File: config.mk
export PLATFORM = sky130hd
export DESIGN_NAME = uart_bus_arbiter_flat
export DESIGN_NICKNAME = d
export VERILOG_FILES = /design/src/rtl/uart_bus_arbiter_if.sv /design/src/rtl/uart_bus_arbiter.sv /design/src/flat_wrapper.sv
export SDC_FILE = /design/constraint.sdc
export NUM_CORES = 1
export LEC_CHECK = 0
export CAP_MARGIN = 10
export CELL_PAD_IN_SITES_DETAIL_PLACEMENT = 2
export CELL_PAD_IN_SITES_GLOBAL_PLACEMENT = 2
export CORE_MARGIN = 4
export CORE_UTILIZATION = 20
export CTS_CLUSTER_DIAMETER = 150
export DETAILED_ROUTE_END_ITERATION = 16
export PLACE_DENSITY_LB_ADDON = 0.1
export RECOVER_POWER = 25
export SLEW_MARGIN = 40
export SYNTH_ARGS = -nofsm -noshare
export SYNTH_HDL_FRONTEND = slang
export SYNTH_SLANG_ARGS = --single-unit
File: constraint.sdc
create_clock -name clock -period 4.12 [get_ports clock]
set_input_delay 1.03 -clock clock [delete_from_list [all_inputs] [get_ports clock]]
set_output_delay 1.03 -clock clock [all_outputs]
set_load 0.1 [all_outputs]
File: src/rtl/uart_bus_arbiter_if.sv
// uart_bus_arbiter_if: shared bus between NUM_MASTERS requesters, the arbiter and one buff_uart.
//   master modport (arbiter side): samples req and per-master address/strobes/data plus
//     data_out from the UART; drives gnt, m_data_out and the muxed UART bus
//     (active_address, write_enable, read_enable, data_in).
//   slave modport (requesters + UART side): the mirror image.
interface uart_bus_arbiter_if #(
   parameter int NUM_MASTERS   = 3,
   parameter int ADDRESS_WIDTH = 4,
   parameter int WIDTH         = 8
);
   logic [NUM_MASTERS-1:0]               req;
   logic [NUM_MASTERS-1:0]               gnt;
   logic [NUM_MASTERS*ADDRESS_WIDTH-1:0] m_address;
   logic [NUM_MASTERS-1:0]               m_write_enable;
   logic [NUM_MASTERS-1:0]               m_read_enable;
   logic [NUM_MASTERS*WIDTH-1:0]         m_data_in;
   logic [WIDTH-1:0]                     m_data_out;
   logic [ADDRESS_WIDTH-1:0]             active_address;
   logic                                 write_enable;
   logic                                 read_enable;
   logic [WIDTH-1:0]                     data_in;
   logic [WIDTH-1:0]                     data_out;
   modport master (
      input  req, m_address, m_write_enable, m_read_enable, m_data_in, data_out,
      output gnt, m_data_out, active_address, write_enable, read_enable, data_in
   );
   modport slave (
      output req, m_address, m_write_enable, m_read_enable, m_data_in, data_out,
      input  gnt, m_data_out, active_address, write_enable, read_enable, data_in
   );
endinterface

File: src/rtl/uart_bus_arbiter.sv
// uart_bus_arbiter: round-robin arbiter sharing one buff_uart register bus among NUM_MASTERS masters.
//   clock  : system clock, all state on posedge
//   resetn : synchronous active-low reset
//   bus    : uart_bus_arbiter_if.master (requests, grants, per-master strobes, muxed UART bus)
//   busy   : high while a grant is active
// Burst length is capped at MAX_BURST transfers; a single dead (RELEASE) cycle separates grants.
module uart_bus_arbiter #(
   parameter int NUM_MASTERS   = 3,
   parameter int ADDRESS_WIDTH = 4,
   parameter int WIDTH         = 8,
   parameter int MAX_BURST     = 4
) (
   input  logic                  clock,
   input  logic                  resetn,
   uart_bus_arbiter_if.master    bus,
   output logic                  busy
);
   localparam int IW = NUM_MASTERS > 1 ? $clog2(NUM_MASTERS) : 1;
   typedef enum logic [1:0] {IDLE, GRANT, RELEASE} state_t;
   state_t                 state, state_n;
   logic [NUM_MASTERS-1:0] gnt, gnt_n;
   logic [IW-1:0]          last_grant, last_grant_n, win;
   logic [7:0]             burst_count, burst_count_n;
   logic [8:0]             count_inc;
   logic                   found, sel, xfer, at_max, others;
   always_ff @(posedge clock) begin
      if (!resetn) begin
         state       <= IDLE;
         gnt         <= '0;
         last_grant  <= IW'(NUM_MASTERS-1);
         burst_count <= '0;
      end else begin
         state       <= state_n;
         gnt         <= gnt_n;
         last_grant  <= last_grant_n;
         burst_count <= burst_count_n;
      end
   end
   // Round-robin search: start just after last_grant, last_grant itself has lowest priority.
   always_comb begin
      found = 1'b0;
      win   = last_grant;
      for (int k = 1; k <= NUM_MASTERS; k++) begin
         if (!found && bus.req[(int'(last_grant) + k) % NUM_MASTERS]) begin
            found = 1'b1;
            win   = IW'((int'(last_grant) + k) % NUM_MASTERS);
         end
      end
   end
   // While in GRANT, last_grant is the granted master.
   assign sel                = state == GRANT;
   assign bus.write_enable   = sel && bus.m_write_enable[last_grant] && gnt[last_grant];
   assign bus.read_enable    = sel && bus.m_read_enable[last_grant] && gnt[last_grant];
   assign bus.active_address = sel ? bus.m_address[last_grant*ADDRESS_WIDTH +: ADDRESS_WIDTH] : '0;
   assign bus.data_in        = sel ? bus.m_data_in[last_grant*WIDTH +: WIDTH] : '0;
   assign bus.m_data_out     = bus.data_out;
   assign bus.gnt            = gnt;
   assign busy               = sel;
   // A simultaneous write and read is a single transfer.
   assign xfer      = bus.write_enable || bus.read_enable;
   assign count_inc = {1'b0, burst_count} + 9'(xfer);
   assign at_max    = count_inc >= 9'(MAX_BURST);
   assign others    = |(bus.req & ~gnt);
   always_comb begin
      state_n       = state;
      gnt_n         = gnt;
      last_grant_n  = last_grant;
      burst_count_n = burst_count;
      unique case (state)
         IDLE, RELEASE: begin
            state_n       = found ? GRANT : IDLE;
            gnt_n         = found ? {{(NUM_MASTERS-1){1'b0}}, 1'b1} << win : '0;
            last_grant_n  = found ? win : last_grant;
            burst_count_n = '0;
         end
         GRANT: begin
            if (!bus.req[last_grant] || (at_max && others)) begin
               state_n       = RELEASE;
               gnt_n         = '0;
               burst_count_n = '0;
            end else begin
               // Burst limit with nobody waiting: keep the bus, restart the count.
               burst_count_n = at_max ? '0 : count_inc[7:0];
            end
         end
         default: begin
            state_n = IDLE;
            gnt_n   = '0;
         end
      endcase
   end
endmodule

File: src/flat_wrapper.sv
// flat-port wrapper written by rule: the top's interface ports become plain ports
module uart_bus_arbiter_flat 
#(
   parameter int NUM_MASTERS   = 3,
   parameter int ADDRESS_WIDTH = 4,
   parameter int WIDTH         = 8,
   parameter int MAX_BURST     = 4
)
  (clock, resetn, busy, bus_req, bus_m_address, bus_m_write_enable, bus_m_read_enable, bus_m_data_in, bus_data_out, bus_gnt, bus_m_data_out, bus_active_address, bus_write_enable, bus_read_enable, bus_data_in);
  uart_bus_arbiter_if #(.NUM_MASTERS(NUM_MASTERS), .ADDRESS_WIDTH(ADDRESS_WIDTH), .WIDTH(WIDTH)) bus_i ();
  input  logic clock;
  input  logic resetn;
  output logic busy;
  input wire logic [$bits(bus_i.req)-1:0] bus_req;
  input wire logic [$bits(bus_i.m_address)-1:0] bus_m_address;
  input wire logic [$bits(bus_i.m_write_enable)-1:0] bus_m_write_enable;
  input wire logic [$bits(bus_i.m_read_enable)-1:0] bus_m_read_enable;
  input wire logic [$bits(bus_i.m_data_in)-1:0] bus_m_data_in;
  input wire logic [$bits(bus_i.data_out)-1:0] bus_data_out;
  output wire logic [$bits(bus_i.gnt)-1:0] bus_gnt;
  output wire logic [$bits(bus_i.m_data_out)-1:0] bus_m_data_out;
  output wire logic [$bits(bus_i.active_address)-1:0] bus_active_address;
  output wire logic [$bits(bus_i.write_enable)-1:0] bus_write_enable;
  output wire logic [$bits(bus_i.read_enable)-1:0] bus_read_enable;
  output wire logic [$bits(bus_i.data_in)-1:0] bus_data_in;
  assign bus_i.req = bus_req;
  assign bus_i.m_address = bus_m_address;
  assign bus_i.m_write_enable = bus_m_write_enable;
  assign bus_i.m_read_enable = bus_m_read_enable;
  assign bus_i.m_data_in = bus_m_data_in;
  assign bus_i.data_out = bus_data_out;
  assign bus_gnt = bus_i.gnt;
  assign bus_m_data_out = bus_i.m_data_out;
  assign bus_active_address = bus_i.active_address;
  assign bus_write_enable = bus_i.write_enable;
  assign bus_read_enable = bus_i.read_enable;
  assign bus_data_in = bus_i.data_in;
  uart_bus_arbiter #(.NUM_MASTERS(NUM_MASTERS), .ADDRESS_WIDTH(ADDRESS_WIDTH), .WIDTH(WIDTH), .MAX_BURST(MAX_BURST)) u_core (.clock(clock), .resetn(resetn), .bus(bus_i), .busy(busy));
endmodule
==> results.toml, run 1 <==
[setup_path]
critPathCaptureType = "flop"
crit_top_cell = "and3_1"
crit_arrival_ps = 3890
critPathLaunchType = "primary input"
worstSetupPathType = "in -> reg"
critPathRequiredTime_ps = 4260
slowest_stage = "clkdlybuf4s50_1"
critPathMaxFanout = 3
cpPeakStageDelay_ps = 410
crit_chain = "clkdlybuf4s50_1, mux2i_1, nor2_1, a21oi_1, nor3_4, or2_2, ha_1, ha_1, and3_1, and3_1, o221ai_1, a21oi_1, and3_1, a41o_1"

[synthesis]
async_flop_share_pct = 0
ys_types = 46
synthCells = 196
yosysWarnings = 0
synth_seq_cells = 15
syn-num-nets = 255
ys_seq_area_share_pct = 20.8
syn_area_per_cell_um2 = 7.37
synth_flop_cell = "dfxtp_1"
synth-edff-count = 0
synthesis.area_um2 = 1450

[global_routing]
grt_max_degree = 16
grt-ovfl-total = 0
antenna_found_initial = 0
grt_pass1_vias = 1606
grt.total_usage_pct = 11.4
grt_first_pass_wirelength_um = 8210

[power_and_ir_drop]
intPower_w = 0.000661
seq_power_share_pct = 14.0
p_comb_share_pct = 78.5
powerDensity_nw_per_um2 = 678
p_switching_w = 0.000888
p_clk_share_pct = 7.5
ir_drop_mv = 0.327
leakage_nw = 0.890
sw_frac_of_total_pct = 57.3

[timing]
maxSlewHeadroom_pct = 52.4
tightest_slew_ps = 714
hold_viol_final = 0
final.min_clock_period_ps = 3750
finalCritPeriodShare_pct = 91.0
rsz0062_at_grt = "false"
drv_slew = 0
max_freq_ghz = 0.267
setup_violations = 0
setup_tns_ps = 0
finClkSkew_ps = 0.606
timing.hold.ws_ps = 470

[floorplanning]
fp.dieH_um = 93.0
dieArea_um2 = 8650
io_pins = 81
dieWidth_um = 93.0
coreArea_um2 = 6910
initial_core_util_pct = 20.9
core.rowCount = 30

[clock_network]
cts.sink_count = 15
cts_root_buf = "clkbuf_8"
cts_resized = 0
cts_buffers = 3
insertion_delay_ps = 240
clock_path_buffers = 2
cts_htree_levels = 1
cts_tree = "built"
cts.reportedPaths.clkPinSlew_ps = 60
hold_buffers = 0
post_cts_buffers = 0

[routing]
ant_nets = 0
drtIter0Drc = 26
routedWlPerCell_um = 14.8
first_pass_iters = 4
num_vias = 1587
drc = 0
viasPerCell = 4.64
totalWireLength_um = 5060

[finish]
layout.cells.non_filler = 342
drive_gt1_share_pct = 15.0
fill_cells = 806
area_growth_pct = 58.1
nNetsFinal = 306
design_area_um2 = 2280
antenna-diode-count = 0

[run]
drv_cap = 0

[placement]
dp.cells = 338
gp_congestion = 0.663
io_buffers = 64
place_area_um2 = 2240
dp_hpwl_um = 4100

[min_path]
hold_path_class = "reg -> reg"

[run_status]
status = "finished, final reports clean"
layer usage:
layer / share of wire [%] / track usage (%) / up-vias
met2: 47 / 19.4 / 56
met1: 43 / 13.9 / 755
met4: 0.45 / 2.32 / 0
met3: 9.7 / 3.94 / 2
met5: 0 / 0 / -
li1: - / - / 774
cell usage in the layout (no fill, tap or decap), types with 2 or more instances in the layout:
cell,netlist,final
a21boi_2,2,2
o21ai_0,3,3
nand2_1,12,12
o31ai_1,2,2
buf_2,5,3
a21o_1,2,2
clkbuf_8,0,3
nand2b_1,4,4
inv_1,6,6
nor2_1,35,35
dfxtp_1,15,15
nor2b_1,5,5
ha_1,4,4
clkdlybuf4s50_1,0,45
a21boi_0,2,2
o211ai_1,2,2
o221ai_1,2,2
nand3_1,2,2
buf_4,10,5
nor3_4,0,2
a21oi_1,20,20
mux2i_1,17,17
buf_12,0,14
and3_1,7,7
a32oi_1,3,3
and2_1,7,7
worst paths after layout:
kind                                 to  depth (start not counted)  slack (ps)                   from
setup reg to reg      u_core.bus.gnt[0]                         13         750   u_core.last_grant[0]
setup / recovery      u_core.bus.gnt[0]                         14         370  bus_m_write_enable[1]
hold / removal    u_core.burst_count[7]                          1         470  u_core.burst_count[7]
hold reg to reg   u_core.burst_count[7]                          1         470  u_core.burst_count[7]
per-stage QoR:
step           worst slack [ps]  total power (W)  util (%)
2_1_floorplan               311          0.00111         -
4_1_cts                     357          0.00158      33.1
6_report                    370          0.00155      33.1
3_5_place_dp                141          0.00145      32.4
3_3_place_gp                229          0.00147      32.6
5_1_grt                     187          0.00166      33.1
synthesized netlist by cell type (2+ instances only):
cell | number | area [µm²]
nor2_1 | 35 | 131
a21boi_0 | 2 | 15.0
nand2_1 | 12 | 45.0
nor2b_1 | 5 | 31.3
a32oi_1 | 3 | 26.3
and3_1 | 7 | 43.8
clkbuf_1 | 4 | 15.0
buf_4 | 10 | 75.1
a21oi_1 | 20 | 100
o211ai_1 | 2 | 15.0
dfxtp_1 | 15 | 300
a21boi_2 | 2 | 22.5
buf_2 | 5 | 25.0
buf_6 | 2 | 22.5
o21ai_0 | 3 | 15.0
nand3_1 | 2 | 10.0
o221ai_1 | 2 | 17.5
o31ai_1 | 2 | 15.0
nor3_1 | 2 | 10.0
nand2b_1 | 4 | 25.0
inv_1 | 6 | 22.5
mux2i_1 | 17 | 170
a21o_1 | 2 | 15.0
ha_1 | 4 | 50.1
and2_1 | 7 | 43.8
logic make-up (layout without fill, tap and decap cells):
group                    Yosys count  count (layout)  share of synthesized area, %
flip-flops                        15              15                          20.8
buffers and inverters             28              78                          11.3
AND/OR/NAND/NOR                   81              81                          28.4
adder cells (fa/ha/maj)            4               4                          3.46
multiplexers                      17              17                          11.8
AO/OA/AOI/OAI                     51              51                          24.2
power groups by stage:
| stage | Sequential [W] | Clock, W | Combinational (W) |
|---|---|---|---|
| 2_1_floorplan | 0.000285 | 0 | 0.000827 |
| 4_1_cts | 0.000217 | 0.000120 | 0.00124 |
| 5_1_grt | 0.000223 | 0.000127 | 0.00131 |
| 6_report | 0.000216 | 0.000116 | 0.00122 |
| 3_5_place_dp | 0.000220 | 0 | 0.00123 |
| 3_3_place_gp | 0.000223 | 0 | 0.00125 |
critical path, delay by kind of cell:
kind                     cells  cell delay (ps)
adder cells (fa/ha/maj)      2              430
buffers and inverters        1              410
multiplexers                 1              130
AND/OR/NAND/NOR              6             1020
AO/OA/AOI/OAI                4              860
state kept, by name, indices dropped and copies added, names as in the netlist:
register / count
u_core.burst_count: 8
u_core.state: 2
u_core.last_grant: 2
u_core.bus.gnt: 3
layout make-up:
cell class / count / area, µm² / area share, %
tap: 96 / 120 / 5.26
inverter: 6 / 22.5 / 0.986
clock buffer: 4 / 45.0 / 1.97
multi-input combinational: 153 / 1000 / 43.9
sequential: 15 / 300 / 13.1
timing repair buffer: 68 / 793 / 34.7
(Power assumes the default switching activity.)
==> run 2, diff against run 1 <==
--- a/config.mk
+++ b/config.mk
@@ -10,6 +10,7 @@
 export CELL_PAD_IN_SITES_GLOBAL_PLACEMENT = 2
 export CORE_MARGIN = 4
 export CORE_UTILIZATION = 20
+export CTS_BUF_LIST = sky130_fd_sc_hd__clkbuf_4 sky130_fd_sc_hd__clkbuf_8
 export CTS_CLUSTER_DIAMETER = 150
 export DETAILED_ROUTE_END_ITERATION = 16
 export PLACE_DENSITY_LB_ADDON = 0.1
==> run 2 against run 1 <==
Cell area increased by 0.16%. Critical path type unchanged. Global-route usage about the same. Fmax about the same. Register-to-register slack about the same. Combinational power about the same.
==> results.toml, run 2 (synthesis results as in run 1) <==
[timing]
finalCritPeriodShare_pct = 90.9
rsz0062_at_grt = "false"
max_freq_ghz = 0.267
setup_violations = 0
tightest_slew_ps = 714
finClkSkew_ps = 3.17
hold_viol_final = 0
setup_tns_ps = 0
final.min_clock_period_ps = 3750
drv_slew = 0
timing.hold.ws_ps = 470
maxSlewHeadroom_pct = 52.4

[power_and_ir_drop]
leakage_nw = 0.894
p_total_w = 0.00156
p_comb_share_pct = 78.1
p_clk_share_pct = 8.0
seq_power_share_pct = 13.9
p_switching_w = 0.000890
intPower_w = 0.000667
ir_drop_mv = 0.327
powerDensity_nw_per_um2 = 681
sw_frac_of_total_pct = 57.1

[placement]
io_buffers = 64
gp_congestion = 0.663
place_area_um2 = 2240
dp_hpwl_um = 4100

[routing]
totalWireLength_um = 5080
routedWlPerCell_um = 14.8
num_vias = 1589
ant_nets = 0
drc = 0
viasPerCell = 4.65
drtIter0Drc = 22
first_pass_iters = 4

[clock_network]
post_cts_buffers = 0
cts.reportedPaths.clkPinSlew_ps = 60
clock_path_buffers = 2
cts_htree_levels = 1
cts_root_buf = "clkbuf_8"
insertion_delay_ps = 240
cts_tree = "built"
cts.sink_count = 15
cts_buffers = 3
cts_resized = 0
hold_buffers = 0

[floorplanning]
coreArea_um2 = 6910
fp.dieH_um = 93.0
initial_core_util_pct = 20.9
dieArea_um2 = 8650
core.rowCount = 30
dieWidth_um = 93.0
io_pins = 81

[finish]
fin_util_pct = 33.1
design_area_um2 = 2290
antenna-diode-count = 0
largestRegisters = "u_core.burst_count: 8 flops, u_core.bus.gnt: 3 flops"
final_common_cell = "clkdlybuf4s50_1"
regMostFlops = "u_core.burst_count"
mostFrequentLayoutCells = "45 x clkdlybuf4s50_1, 35 x nor2_1, 20 x a21oi_1"
area_growth_pct = 58.4
drive_gt1_share_pct = 15.4
largest_reg_flops = 8
nNetsFinal = 306

[setup_path]
critPathMaxFanout = 3
worstSetupPathType = "in -> reg"
crit_arrival_ps = 3890
critPathLaunchType = "primary input"
critPathRequiredTime_ps = 4260
critPathCaptureType = "flop"

[global_routing]
grt.total_usage_pct = 11.4
grt_max_degree = 16
grt_first_pass_wirelength_um = 8240
grt-ovfl-total = 0
grt_pass1_vias = 1607
antenna_found_initial = 0

[min_path]
hold_path_class = "reg -> reg"

[run_status]
status = "finished, final reports clean"

[run]
drv_cap = 0
[run 2: cell count changes in the layout (fill, tap and decap cells not counted)]
cell      delta
clkbuf_1     -1
clkbuf_4     +1
[run 2: final cells by class]
type | instances | area [µm²]
Tap cell | 96 | 120
Timing Repair Buffer | 68 | 793
Fill cell | 806 | 4620
Inverter | 6 | 22.5
Multi-Input combinational cell | 153 | 1000
Sequential cell | 15 | 300
Clock buffer | 4 | 48.8
[run 2: metal layers]
layer	wire length, µm	share of wire [%]	GRT usage, %
met5	0	0	0
met1	2180	43	14.0
met4	23	0.45	2.32
met2	2370	47	19.4
met3	503	9.9	3.94
[run 2: critical path: stages]
cell and delay, ps:
clkdlybuf4s50_1 410, mux2i_1 130, nor2_1 50, a21oi_1 220
nor3_4 70, or2_2 330, ha_1 210, ha_1 220
and3_1 200, and3_1 160, o221ai_1 290, a21oi_1 160
and3_1 210, a41o_1 190
[run 2: path summary, 6_finish.rpt]
path	start	endpoint	slack [ps]	depth (start not counted)
max reg2reg	u_core.last_grant[0]	u_core.bus.gnt[0]	750	13
min	u_core.burst_count[7]	u_core.burst_count[7]	470	1
min reg2reg	u_core.burst_count[7]	u_core.burst_count[7]	470	1
max	bus_m_write_enable[1]	u_core.bus.gnt[0]	370	14
[run 2: power by group through the flow]
stage | Combinational, W | Clock [W] | Sequential [W]
2_1_floorplan | 0.000827 | 0 | 0.000285
3_3_place_gp | 0.00125 | 0 | 0.000223
3_5_place_dp | 0.00123 | 0 | 0.000220
4_1_cts | 0.00124 | 0.000128 | 0.000217
5_1_grt | 0.00131 | 0.000135 | 0.000223
6_report | 0.00122 | 0.000125 | 0.000216
[run 2: through the flow]
stage	setup WS (ps)	std cells
after floorplan	311	196
after global placement	229	338
after detailed placement	141	338
after CTS	360	342
after global routing	191	342
final	373	342
